===== config.mk =====
export PLATFORM = sky130hd
export DESIGN_NAME = regfile_wb_arbiter
export DESIGN_NICKNAME = d
export VERILOG_FILES = /design/src/rtl/regfile_wb_arbiter.sv
export SDC_FILE = /design/constraint.sdc
export NUM_CORES = 1
export LEC_CHECK = 0
export BUFFER_PORTS_ARGS = -buffer_cell sky130_fd_sc_hd__buf_2
export CORE_MARGIN = 2
export CORE_UTILIZATION = 40
export CTS_CLUSTER_DIAMETER = 120
export CTS_CLUSTER_SIZE = 20
export DETAILED_ROUTE_END_ITERATION = 8
export PLACE_DENSITY = 0.8
export SLEW_MARGIN = 30
export SYNTH_ARGS = -nofsm -noshare
export SYNTH_HDL_FRONTEND = slang
export SYNTH_SLANG_ARGS = --single-unit
export TNS_END_PERCENT = 30

===== constraint.sdc =====
create_clock -name clock -period 1.4 [get_ports clock]
set_input_delay 0.14 -clock clock [delete_from_list [all_inputs] [get_ports clock]]
set_output_delay 0.14 -clock clock [all_outputs]
set_load 0.05 [all_outputs]

===== src/rtl/regfile_wb_arbiter.sv =====
// Writeback arbiter: picks one of NUM_REQ {addr,data} offers per cycle and registers it onto the register-file write port.
// Define WB_ARB_RR_EN for round-robin arbitration; otherwise fixed priority (lowest index wins).
module regfile_wb_arbiter #(
   parameter int NUM_REQ        = 2,
   parameter int REG_NUM_WIDTH  = 5,
   parameter int REG_DATA_WIDTH = 32
) (
   input  logic                                clock,
   input  logic                                reset,
   input  logic [NUM_REQ-1:0]                  req_valid,
   input  logic [NUM_REQ*REG_NUM_WIDTH-1:0]    req_addr,
   input  logic [NUM_REQ*REG_DATA_WIDTH-1:0]   req_data,
   output logic [NUM_REQ-1:0]                  req_ready,
   input  logic                                hold,
   output logic                                wb_en,
   output logic [REG_NUM_WIDTH-1:0]            wb_addr,
   output logic [REG_DATA_WIDTH-1:0]           wb_data,
   output logic                                conflict
);

   localparam int PTR_W = $clog2(NUM_REQ);

   logic [PTR_W-1:0]          gnt_idx;
   logic                      gnt_any;
   logic [NUM_REQ-1:0]        grant;
   logic [REG_NUM_WIDTH-1:0]  sel_addr;
   logic [REG_DATA_WIDTH-1:0] sel_data;
   logic                      multi_valid;

`ifdef WB_ARB_RR_EN
   logic [PTR_W-1:0] rr_ptr;
   int               idx;

   // Search starts at rr_ptr and wraps; first valid index wins.
   always_comb begin
      gnt_idx = '0;
      gnt_any = 1'b0;
      idx     = 0;
      for (int k = 0; k < NUM_REQ; k++) begin
         idx = int'(rr_ptr) + k;
         if (idx >= NUM_REQ) idx = idx - NUM_REQ;
         if (!gnt_any && req_valid[PTR_W'(idx)]) begin
            gnt_any = 1'b1;
            gnt_idx = PTR_W'(idx);
         end
      end
      if (reset || hold) gnt_any = 1'b0;
   end

   always_ff @(posedge clock) begin
      if (reset)
         rr_ptr <= '0;
      else if (gnt_any)
         rr_ptr <= (gnt_idx == PTR_W'(NUM_REQ - 1)) ? '0 : gnt_idx + PTR_W'(1);
   end
`else
   // Descending scan so the lowest valid index is the last to overwrite.
   always_comb begin
      gnt_idx = '0;
      gnt_any = 1'b0;
      for (int k = NUM_REQ - 1; k >= 0; k--) begin
         if (req_valid[k]) begin
            gnt_any = 1'b1;
            gnt_idx = PTR_W'(k);
         end
      end
      if (reset || hold) gnt_any = 1'b0;
   end
`endif

   always_comb begin
      grant    = gnt_any ? (NUM_REQ'(1) << gnt_idx) : '0;
      sel_addr = '0;
      sel_data = '0;
      for (int i = 0; i < NUM_REQ; i++) begin
         if (PTR_W'(i) == gnt_idx) begin
            sel_addr = req_addr[i*REG_NUM_WIDTH +: REG_NUM_WIDTH];
            sel_data = req_data[i*REG_DATA_WIDTH +: REG_DATA_WIDTH];
         end
      end
   end

   assign req_ready   = grant;
   assign multi_valid = ($countones(req_valid) > 1);

   // Register stage: x0 transfers update addr/data but never raise wb_en.
   always_ff @(posedge clock) begin
      if (reset) begin
         wb_en    <= 1'b0;
         wb_addr  <= '0;
         wb_data  <= '0;
         conflict <= 1'b0;
      end else if (gnt_any) begin
         wb_en    <= (sel_addr != '0);
         wb_addr  <= sel_addr;
         wb_data  <= sel_data;
         conflict <= multi_valid;
      end else begin
         wb_en    <= 1'b0;
         conflict <= 1'b0;
      end
   end

endmodule


==> flow_summary.yaml, run 1 <==
status:
  run_status: "finished, final reports clean"
clocking:
  cts_hold_buf: 0
  cts_num_sinks: 39
  post_cts_buffers: 0
  cts_root_buffer: "clkbuf_8"
  clockBufferDepth: 2
  cts_tree: "built"
  htreeDepth: 2
  cts_buffers: 5
  clk_latency_ns: 0.28
  cts_resized: 0
  clk_pin_slew_ns: 0.07
detailed_routing:
  viasPerCell: 5.20
  drt_wl_total_um: 4210
  avgRoutedWirePerCell_um: 12.9
  wl_met3_um: 263
  wl_met2_um: 1970
  drt_iter0_drc: 74
  drc: 0
  highest_layer: "met4"
  routedLengthMet1_um: 1940
  ant_nets: 0
  drt_pre_antenna_iters: 4
  via_count: 1700
sta:
  fin_crit_sh_pct: 78.6
  setup_violations: 0
  finClkSkew_ns: 0
  maxSlewViolCount: 0
  hold_viol: 0
  fmax_ghz: 0.909
  min_period_ns: 1.10
  setup_ws_ns: 0.299
  tightestPinTransition_ns: 0.342
  relSlewSlack_pct: 77.2
  rsz0062_at_grt: "false"
  fin_hold_ws_ns: 0.125
  totalNegativeSetupSlack_ns: 0
worst_setup_path:
  worstPathRequired_ns: 1.26
  cp_max_fo: 8
  cp-end-kind: "output port"
  path_class: "in2out"
  startpoint_type: "input port"
  arrival_ns: 0.96
synthesis:
  synthTopCellsByArea: "dfxtp_1, o2bb2ai_1, a22oi_1"
  synth_most_common_cell: "dfxtp_1"
  yosys-top-cells-count: "dfxtp_1, a22oi_1, o2bb2ai_1, nand2_1, clkbuf_1"
  synth.avg_cell_area_um2: 10.3
  synth_cell_types: 20
  syn_nets: 237
  netlist_instances: 158
  synth-edff-count: 0
  yosysSeqAreaShare_pct: 48.1
  yosys_warnings: 0
  async_reset_ff_share_pct: 0
  synth_top_area_cell: "dfxtp_1"
  ys_ff_latch: 39
  synthesis.area_mm2: 0.00162
  synth_flop_cell: "dfxtp_1"
  synth_top_area_share_pct: 48.1
floorplan:
  die_h_um: 67.7
  core-area_mm2: 0.00394
  die_w_um: 67.7
  die_area_mm2: 0.00458
  std_cell_rows: 23
  io_pins: 120
  start_util_pct: 41.1
pwr:
  vdd_ir_drop_max_mv: 0.707
  power_mw: 2.81
  p_per_area_mw_per_mm2: 1180
  p_leak_nw: 1.13
grt:
  grt_max_degree: 21
  antenna_found_initial: 0
  grt_pass1_vias: 1497
  grtUsageTotal_pct: 18.8
  grt_pass1_wl_um: 6510
  grt-ovfl-total: 0
placed_design:
  port_buffers: 119
  dp_hpwl_um: 3200
  dp_slack_ns: 0.128
  gp_congestion: 0.783
cells_and_area:
  layout-drive-gt1-share_pct: 50.5
  n_antenna_cell: 0
  nets: 355
  areaGrowthSynthToFinish_pct: 46.8
  fillers: 363
run:
  cap_violations: 0
worst_hold_path:
  hold_class: "in2reg"
-- metal layers --
| metal | vias to the layer above | track usage [%] |
|---|---|---|
| met1 | 774 | 23.5 |
| met5 | - | 0 |
| li1 | 856 | - |
| met3 | 4 | 7.00 |
| met4 | 0 | 5.36 |
| met2 | 66 | 30.3 |
-- flip-flops by register name (all words and copies together) (netlist names) --
register	count
conflict	1
wb_addr	5
wb_data	32
wb_en	1
-- worst paths after layout --
kind,end,cells past startpoint,slack (ns),from
setup / recovery,req_ready[1],4,0.30,reset
setup reg to reg,wb_addr[4]$_SDFFE_PP0P_,2,0.67,wb_addr[4]$_SDFFE_PP0P_
hold reg to reg,wb_data[12]$_SDFFE_PP0P_,1,0.46,wb_data[12]$_SDFFE_PP0P_
hold / removal,conflict$_SDFF_PP0_,2,0.13,req_valid[1]
-- report_power, final --
group	switching, mW	total, mW	leakage (nW)	internal [mW]
logic	0.429	0.652	0.751	0.224
registers	0.0329	1.21	0.320	1.18
clock network	0.374	0.950	0.0612	0.576
-- cells in the final DEF (no fill, tap or decap) --
| cell | Yosys | final |
|---|---|---|
| nor2_1 | 4 | 3 |
| dfxtp_1 | 39 | 39 |
| buf_12 | 0 | 1 |
| nand3_1 | 2 | 2 |
| nand2_1 | 10 | 10 |
| inv_1 | 1 | 1 |
| clkinv_2 | 0 | 1 |
| buf_4 | 0 | 8 |
| nand2b_1 | 1 | 1 |
| and2_4 | 1 | 1 |
| bufinv_16 | 0 | 1 |
| nor2b_2 | 0 | 1 |
| a22oi_1 | 32 | 32 |
| nor3_1 | 2 | 2 |
| o2bb2ai_1 | 32 | 32 |
| and2_1 | 1 | 1 |
| nor2_4 | 0 | 1 |
| a21oi_1 | 5 | 5 |
| a21oi_4 | 1 | 1 |
| a311oi_1 | 5 | 5 |
| buf_2 | 4 | 119 |
| clkbuf_8 | 0 | 6 |
| or2_1 | 2 | 2 |
| and3_1 | 2 | 2 |
-- through the flow --
stage	utilization (%)	instances	area (um2)
floorplan	-	158	1630
global placement	57.4	319	2260
detailed placement	57.4	319	2260
CTS	60.4	327	2380
global route	60.4	327	2380
finish	60.4	327	2380
-- final cells by class --
cell class,count,area [um2],area share [%]
clock inverter,2,35.0,1.47
tap,50,62.6,2.63
multi-input combinational,101,741,31.1
sequential,39,781,32.8
clock buffer,6,82.6,3.47
inverter,1,3.75,0.158
timing repair buffer,128,676,28.4
-- worst max-delay path, cell delays in order --
cell and delay [ns]:
buf_2 0.16, or2_1 0.28, nor2_4 0.11, buf_2 0.27
-- kinds of logic (layout without fill, tap and decap cells) --
group           count (synthesis)  in the layout  share of synthesized area, %
compound gates                 75             75                          37.3
flops                          39             39                          48.1
simple gates                   26             26                          7.72
buf+inv                        18            137                          6.79
No activity file was read; power rests on OpenSTA's default activity.
==> run 2: changes to the inputs <==
==> constraint.sdc (replaced) <==
create_clock -name clock -period 1.07 [get_ports clock]
set_input_delay 0.107 -clock clock [delete_from_list [all_inputs] [get_ports clock]]
set_output_delay 0.107 -clock clock [all_outputs]
set_load 0.05 [all_outputs]
==> flow_summary.yaml, run 2 (synthesis results as in run 1) <==
placed_design:
  dp_hpwl_um: 3200
  gp_congestion: 0.761
  port_buffers: 119
  placed_cells: 320
pwr:
  p_per_area_mw_per_mm2: 1530
  vdd_ir_drop_max_mv: 0.866
  p_seq_share_pct: 42.8
  p_clk_share_pct: 33.6
  switching_share_pct: 29.6
  p_leak_nw: 1.15
  p_comb_share_pct: 23.6
  internal_power_mw: 2.60
  p_switching_mw: 1.10
detailed_routing:
  drt_iter0_drc: 52
  via_count: 1724
  ant_nets: 0
  avgRoutedWirePerCell_um: 13.1
  viasPerCell: 5.26
  drt_wl_total_um: 4290
  routedLengthMet1_um: 1830
  drt_pre_antenna_iters: 4
  highest_layer: "met4"
  wl_met3_um: 330
  wl_met2_um: 2090
  drc: 0
clocking:
  cts_hold_buf: 0
  cts_resized: 0
  htreeDepth: 2
  cts_num_sinks: 39
  cts_buffers: 5
  post_cts_buffers: 0
  cts_root_buffer: "clkbuf_8"
  clk_latency_ns: 0.28
  clockBufferDepth: 2
  cts_tree: "built"
  clk_pin_slew_ns: 0.07
cells_and_area:
  areaGrowthSynthToFinish_pct: 48.9
  largest_register_ff_count: 32
  n_antenna_cell: 0
  instances_no_fill: 328
  layout-drive-gt1-share_pct: 51.1
  top_register: "wb_data"
  nets: 356
  final_cell_mix: "buf_2, dfxtp_1, a22oi_1, o2bb2ai_1, nand2_1"
  reg_top3: "wb_data x32, wb_addr x5"
  layout_commonest_cell: "buf_2"
worst_setup_path:
  cp_max_fo: 7
  reg2reg_slack_ns: 0.36
  rr_worst_depth: 2
  startpoint_type: "input port"
  r2r-start: "wb_addr[1]$_SDFFE_PP0P_"
  arrival_ns: 0.91
  cp-end-kind: "output port"
  path_class: "in2out"
  worstPathRequired_ns: 0.96
  r2r_end: "wb_addr[1]$_SDFFE_PP0P_"
floorplan:
  die_h_um: 67.7
  die_w_um: 67.7
  std_cell_rows: 23
  core-area_mm2: 0.00394
  io_pins: 120
  die_area_mm2: 0.00458
  start_util_pct: 41.1
sta:
  totalNegativeSetupSlack_ns: 0
  tightestPinTransition_ns: 0.311
  fmax_ghz: 0.979
  rsz0062_at_grt: "false"
  finClkSkew_ns: 0
  setup_violations: 0
  hold_viol: 0
  min_period_ns: 1.02
  maxSlewViolCount: 0
  fin_crit_sh_pct: 95.4
  fin_hold_ws_ns: 0.0895
  relSlewSlack_pct: 79.3
worst_hold_path:
  hold_depth: 3
  hold_class: "in2reg"
  hold_end: "wb_addr[4]$_SDFFE_PP0P_"
  min-delay-start: "req_addr[4]"
grt:
  antenna_found_initial: 0
  grt_max_degree: 31
  grtUsageTotal_pct: 18.8
  grt-ovfl-total: 0
  grt_pass1_vias: 1490
  grt_pass1_wl_um: 6560
status:
  run_status: "finished, final reports clean"
run:
  cap_violations: 0
[run 2: cell types whose count changed in the layout (fill, tap and decap cells not counted)]
cell,previous run,this run
and2_1,1,0
and2_2,0,1
buf_12,1,3
buf_4,8,7
[run 2: power groups by stage]
stage	logic, mW	registers, mW	clock network (mW)
after floorplan	0.271	1.92	0
after global placement	0.866	1.61	0
after detailed placement	0.880	1.61	0
after CTS	0.881	1.58	1.27
after global routing	0.939	1.59	1.34
final	0.873	1.58	1.24
[run 2: how the worst max path moves through the flow]
| stage | from | to | slack (ns) | cells after the start |
|---|---|---|---|---|
| after global placement | req_valid[1] | wb_addr[4]$_SDFFE_PP0P_ | 0.01 | 5 |
| after CTS | req_valid[0] | req_ready[1] | 0.04 | 4 |
| after floorplan | reset | req_ready[1] | -0.007 | 5 |
| after global routing | req_valid[0] | req_ready[1] | 0.006 | 4 |
| after detailed placement | req_valid[1] | wb_data[9]$_SDFFE_PP0P_ | -0.04 | 5 |
| final | req_valid[0] | req_ready[1] | 0.05 | 4 |
[run 2: layout make-up]
type                            instances  area (um2)
Fill cell                             361        1530
Sequential cell                        39         781
Multi-Input combinational cell        101         742
Timing Repair Buffer                  129         708
Clock buffer                            6        82.6
Tap cell                               50        62.6
Clock inverter                          2        35.0
Inverter                                1        3.75
[run 2: critical path, stage by stage]
cell,delay [ns]
buf_2,0.12
nand2b_1,0.27
nor2_4,0.15
buf_2,0.26
[run 2: layer usage]
layer / up-vias / GRT usage [%]
li1: 854 / -
met3: 4 / 5.50
met5: - / 0
met4: 0 / 4.59
met1: 793 / 22.1
met2: 73 / 33.2
[run 2: through the flow]
stage	setup WS, ns	utilization [%]	cell area (um2)	power (mW)
global placement	0.0125	58.3	2300	2.48
finish	0.0491	61.3	2410	3.70
global route	0.00558	61.3	2410	3.87
detailed placement	-0.0360	58.3	2300	2.49
CTS	0.0402	61.3	2410	3.73
floorplan	-0.00737	-	1650	2.19
==> run 3: changes to the inputs <==
--- a/config.mk
+++ b/config.mk
@@ -5,12 +5,14 @@
 export SDC_FILE = /design/constraint.sdc
 export NUM_CORES = 1
 export LEC_CHECK = 0
+export ABC_AREA = 1
 export BUFFER_PORTS_ARGS = -buffer_cell sky130_fd_sc_hd__buf_2
 export CORE_MARGIN = 2
-export CORE_UTILIZATION = 40
+export CORE_UTILIZATION = 43
 export CTS_CLUSTER_DIAMETER = 120
 export CTS_CLUSTER_SIZE = 20
 export DETAILED_ROUTE_END_ITERATION = 8
+export GPL_TIMING_DRIVEN = 0
 export PLACE_DENSITY = 0.8
 export SLEW_MARGIN = 30
 export SYNTH_ARGS = -nofsm -noshare
==> flow_summary.yaml, run 3 <==
status:
  run_status: "finished, final reports clean"
cells_and_area:
  layout_commonest_cell: "nand2_1"
  n_antenna_cell: 0
  layout-drive-gt1-share_pct: 35.6
  nets: 506
  instances_no_fill: 479
  reg_top3: "wb_data x32, wb_addr x5"
  design_area_mm2: 0.00274
  final_cell_mix: "nand2_1, buf_2, dfxtp_1"
  utilization_pct: 62.4
  areaGrowthSynthToFinish_pct: 39.3
  fillers: 421
  largest_register_ff_count: 32
  top_register: "wb_data"
worst_setup_path:
  cp_top_family: "flip-flops"
  cp-end-kind: "output port"
  r2r_end: "wb_addr[1]$_SDFFE_PP0P_"
  cp_num_cells: 1
  path_cells: "buf_2"
  slowest_stage: "dfxtp_1"
  crit_path_end: "wb_addr[0]"
  crit_buf_inv: 1
  rr_worst_depth: 2
  crit_path_start: "wb_addr[0]$_SDFFE_PP0P_"
  worstPathRequired_ns: 0.96
  r2r-start: "wb_addr[1]$_SDFFE_PP0P_"
  startpoint_type: "flop"
  path_class: "reg2out"
  arrival_ns: 0.91
  reg2reg_slack_ns: 0.44
  slowest_delay_ns: 0.35
  cp_max_fo: 2
synthesis:
  yosys_warnings: 0
  synth_top_area_share_pct: 39.7
  syn_nets: 379
  ys_ff_latch: 39
  synth_cell_types: 16
  synth_most_common_cell: "nand2_1"
  synthAdderAreaFrac_pct: 0
  synth-xor-area-share_pct: 0
  synth_top_area_cell: "dfxtp_1"
  synth.avg_cell_area_um2: 6.55
  synthesis.area_mm2: 0.00196
  synthMuxAreaShare_pct: 0
  synth_compound_area_share_pct: 11.8
  yosys-top-cells-count: "nand2_1, dfxtp_1, a21oi_1, nand3_1, buf_2"
  synth_top_family_by_area: "simple AND/OR/NAND/NOR gates"
  yosys.area_share.simple_pct: 38.5
  async_reset_ff_share_pct: 0
  synth-edff-count: 0
  netlist_instances: 300
  synthTopCellsByArea: "dfxtp_1, nand2_1, a21oi_1"
  synth_flop_cell: "dfxtp_1"
  yosysSeqAreaShare_pct: 39.7
sta:
  finClkSkew_ns: 0
  setup_violations: 0
  totalNegativeSetupSlack_ns: 0
  rsz0062_at_grt: "false"
  hold_viol: 0
  maxSlewViolCount: 0
  fmax_ghz: 0.985
  setup_ws_ns: 0.0547
  relSlewSlack_pct: 67.5
  fin_crit_sh_pct: 94.9
  min_period_ns: 1.02
  fin_hold_ws_ns: 0.109
  tightestPinTransition_ns: 0.487
clocking:
  htreeDepth: 2
  cts_buffers: 5
  cts_hold_buf: 0
  cts_root_buffer: "clkbuf_8"
  clockBufferDepth: 2
  cts_tree: "built"
  clk_pin_slew_ns: 0.07
  clk_latency_ns: 0.28
  cts_num_sinks: 39
placed_design:
  gp_congestion: 0.890
  dpl-instance-area_mm2: 0.00263
  port_buffers: 119
  placed_cells: 471
  dp_hpwl_um: 4070
  dp_slack_ns: -0.148
floorplan:
  io_pins: 120
  start_util_pct: 44.8
  die_area_mm2: 0.00513
  die_h_um: 71.6
  std_cell_rows: 24
  core-area_mm2: 0.00438
  die_w_um: 71.6
detailed_routing:
  viasPerCell: 4.84
  avgRoutedWirePerCell_um: 11.7
  drt_pre_antenna_iters: 6
  drc: 0
  via_count: 2317
  drt_iter0_drc: 95
  drt_wl_total_um: 5580
  ant_nets: 0
grt:
  grt-ovfl-total: 0
  antenna_found_initial: 0
  grt_max_degree: 12
  grtUsageTotal_pct: 21.5
  grt_pass1_wl_um: 8840
  grt_pass1_vias: 2109
pwr:
  vdd_ir_drop_max_mv: 0.583
  p_leak_nw: 1.51
  power_mw: 3.41
  p_per_area_mw_per_mm2: 1250
worst_hold_path:
  hold_class: "in2reg"
run:
  cap_violations: 0
## run 3: worst min-delay path by stage
stage                                     end    startpoint  cells after the start
final                     conflict$_SDFF_PP0_  req_valid[0]                      3
after global routing      conflict$_SDFF_PP0_          hold                      4
after global placement    conflict$_SDFF_PP0_          hold                      4
after CTS                 conflict$_SDFF_PP0_          hold                      4
after detailed placement  conflict$_SDFF_PP0_          hold                      4
after floorplan           conflict$_SDFF_PP0_  req_valid[0]                      2
## run 3: final cells by class
type                       instances  area, um2  share of cell area, %
clock buffer                       6       82.6                   3.02
clock inverter                     1       5.00                  0.183
tap                               52       65.1                   2.38
multi-input combinational        228        996                   36.4
sequential                        39        781                   28.5
inverter                          10       37.5                   1.37
timing repair buffer             120        609                   22.3
buffer                            23        160                   5.85
## run 3: repair_timing
action | 4_1_cts | 5_1_grt
setup endpoints to repair | 1 | 1
hold endpoints to repair | 0 | 0
resized for setup | 2 | 2
pin swaps | 1 | 0
buffers inserted | 1 | 0
## run 3: cell families (layout without fill, tap and decap cells)
family	count (synthesis)	in the layout
compound gates	42	42
buf+inv	33	160
simple gates	186	186
flops	39	39
## run 3: worst register-to-register path: cells and delay by family (launching register included)
family / cells / cell delay (ns)
AOI/OAI and AO/OA: 2 / 0.19
DFF: 1 / 0.32
## run 3: per-layer routing
metal	vias up	track usage, %	share of wire, %
li1	1210	-	-
met1	984	26.4	44
met2	109	35.5	46
met3	14	4.92	7.3
met4	0	10.5	2.7
met5	-	0	0
## run 3: power by group
| group | leakage (nW) | internal (mW) | switching (mW) |
|---|---|---|---|
| clock network | 0.0470 | 0.506 | 0.478 |
| logic | 1.15 | 0.306 | 0.574 |
| registers | 0.318 | 1.52 | 0.0300 |
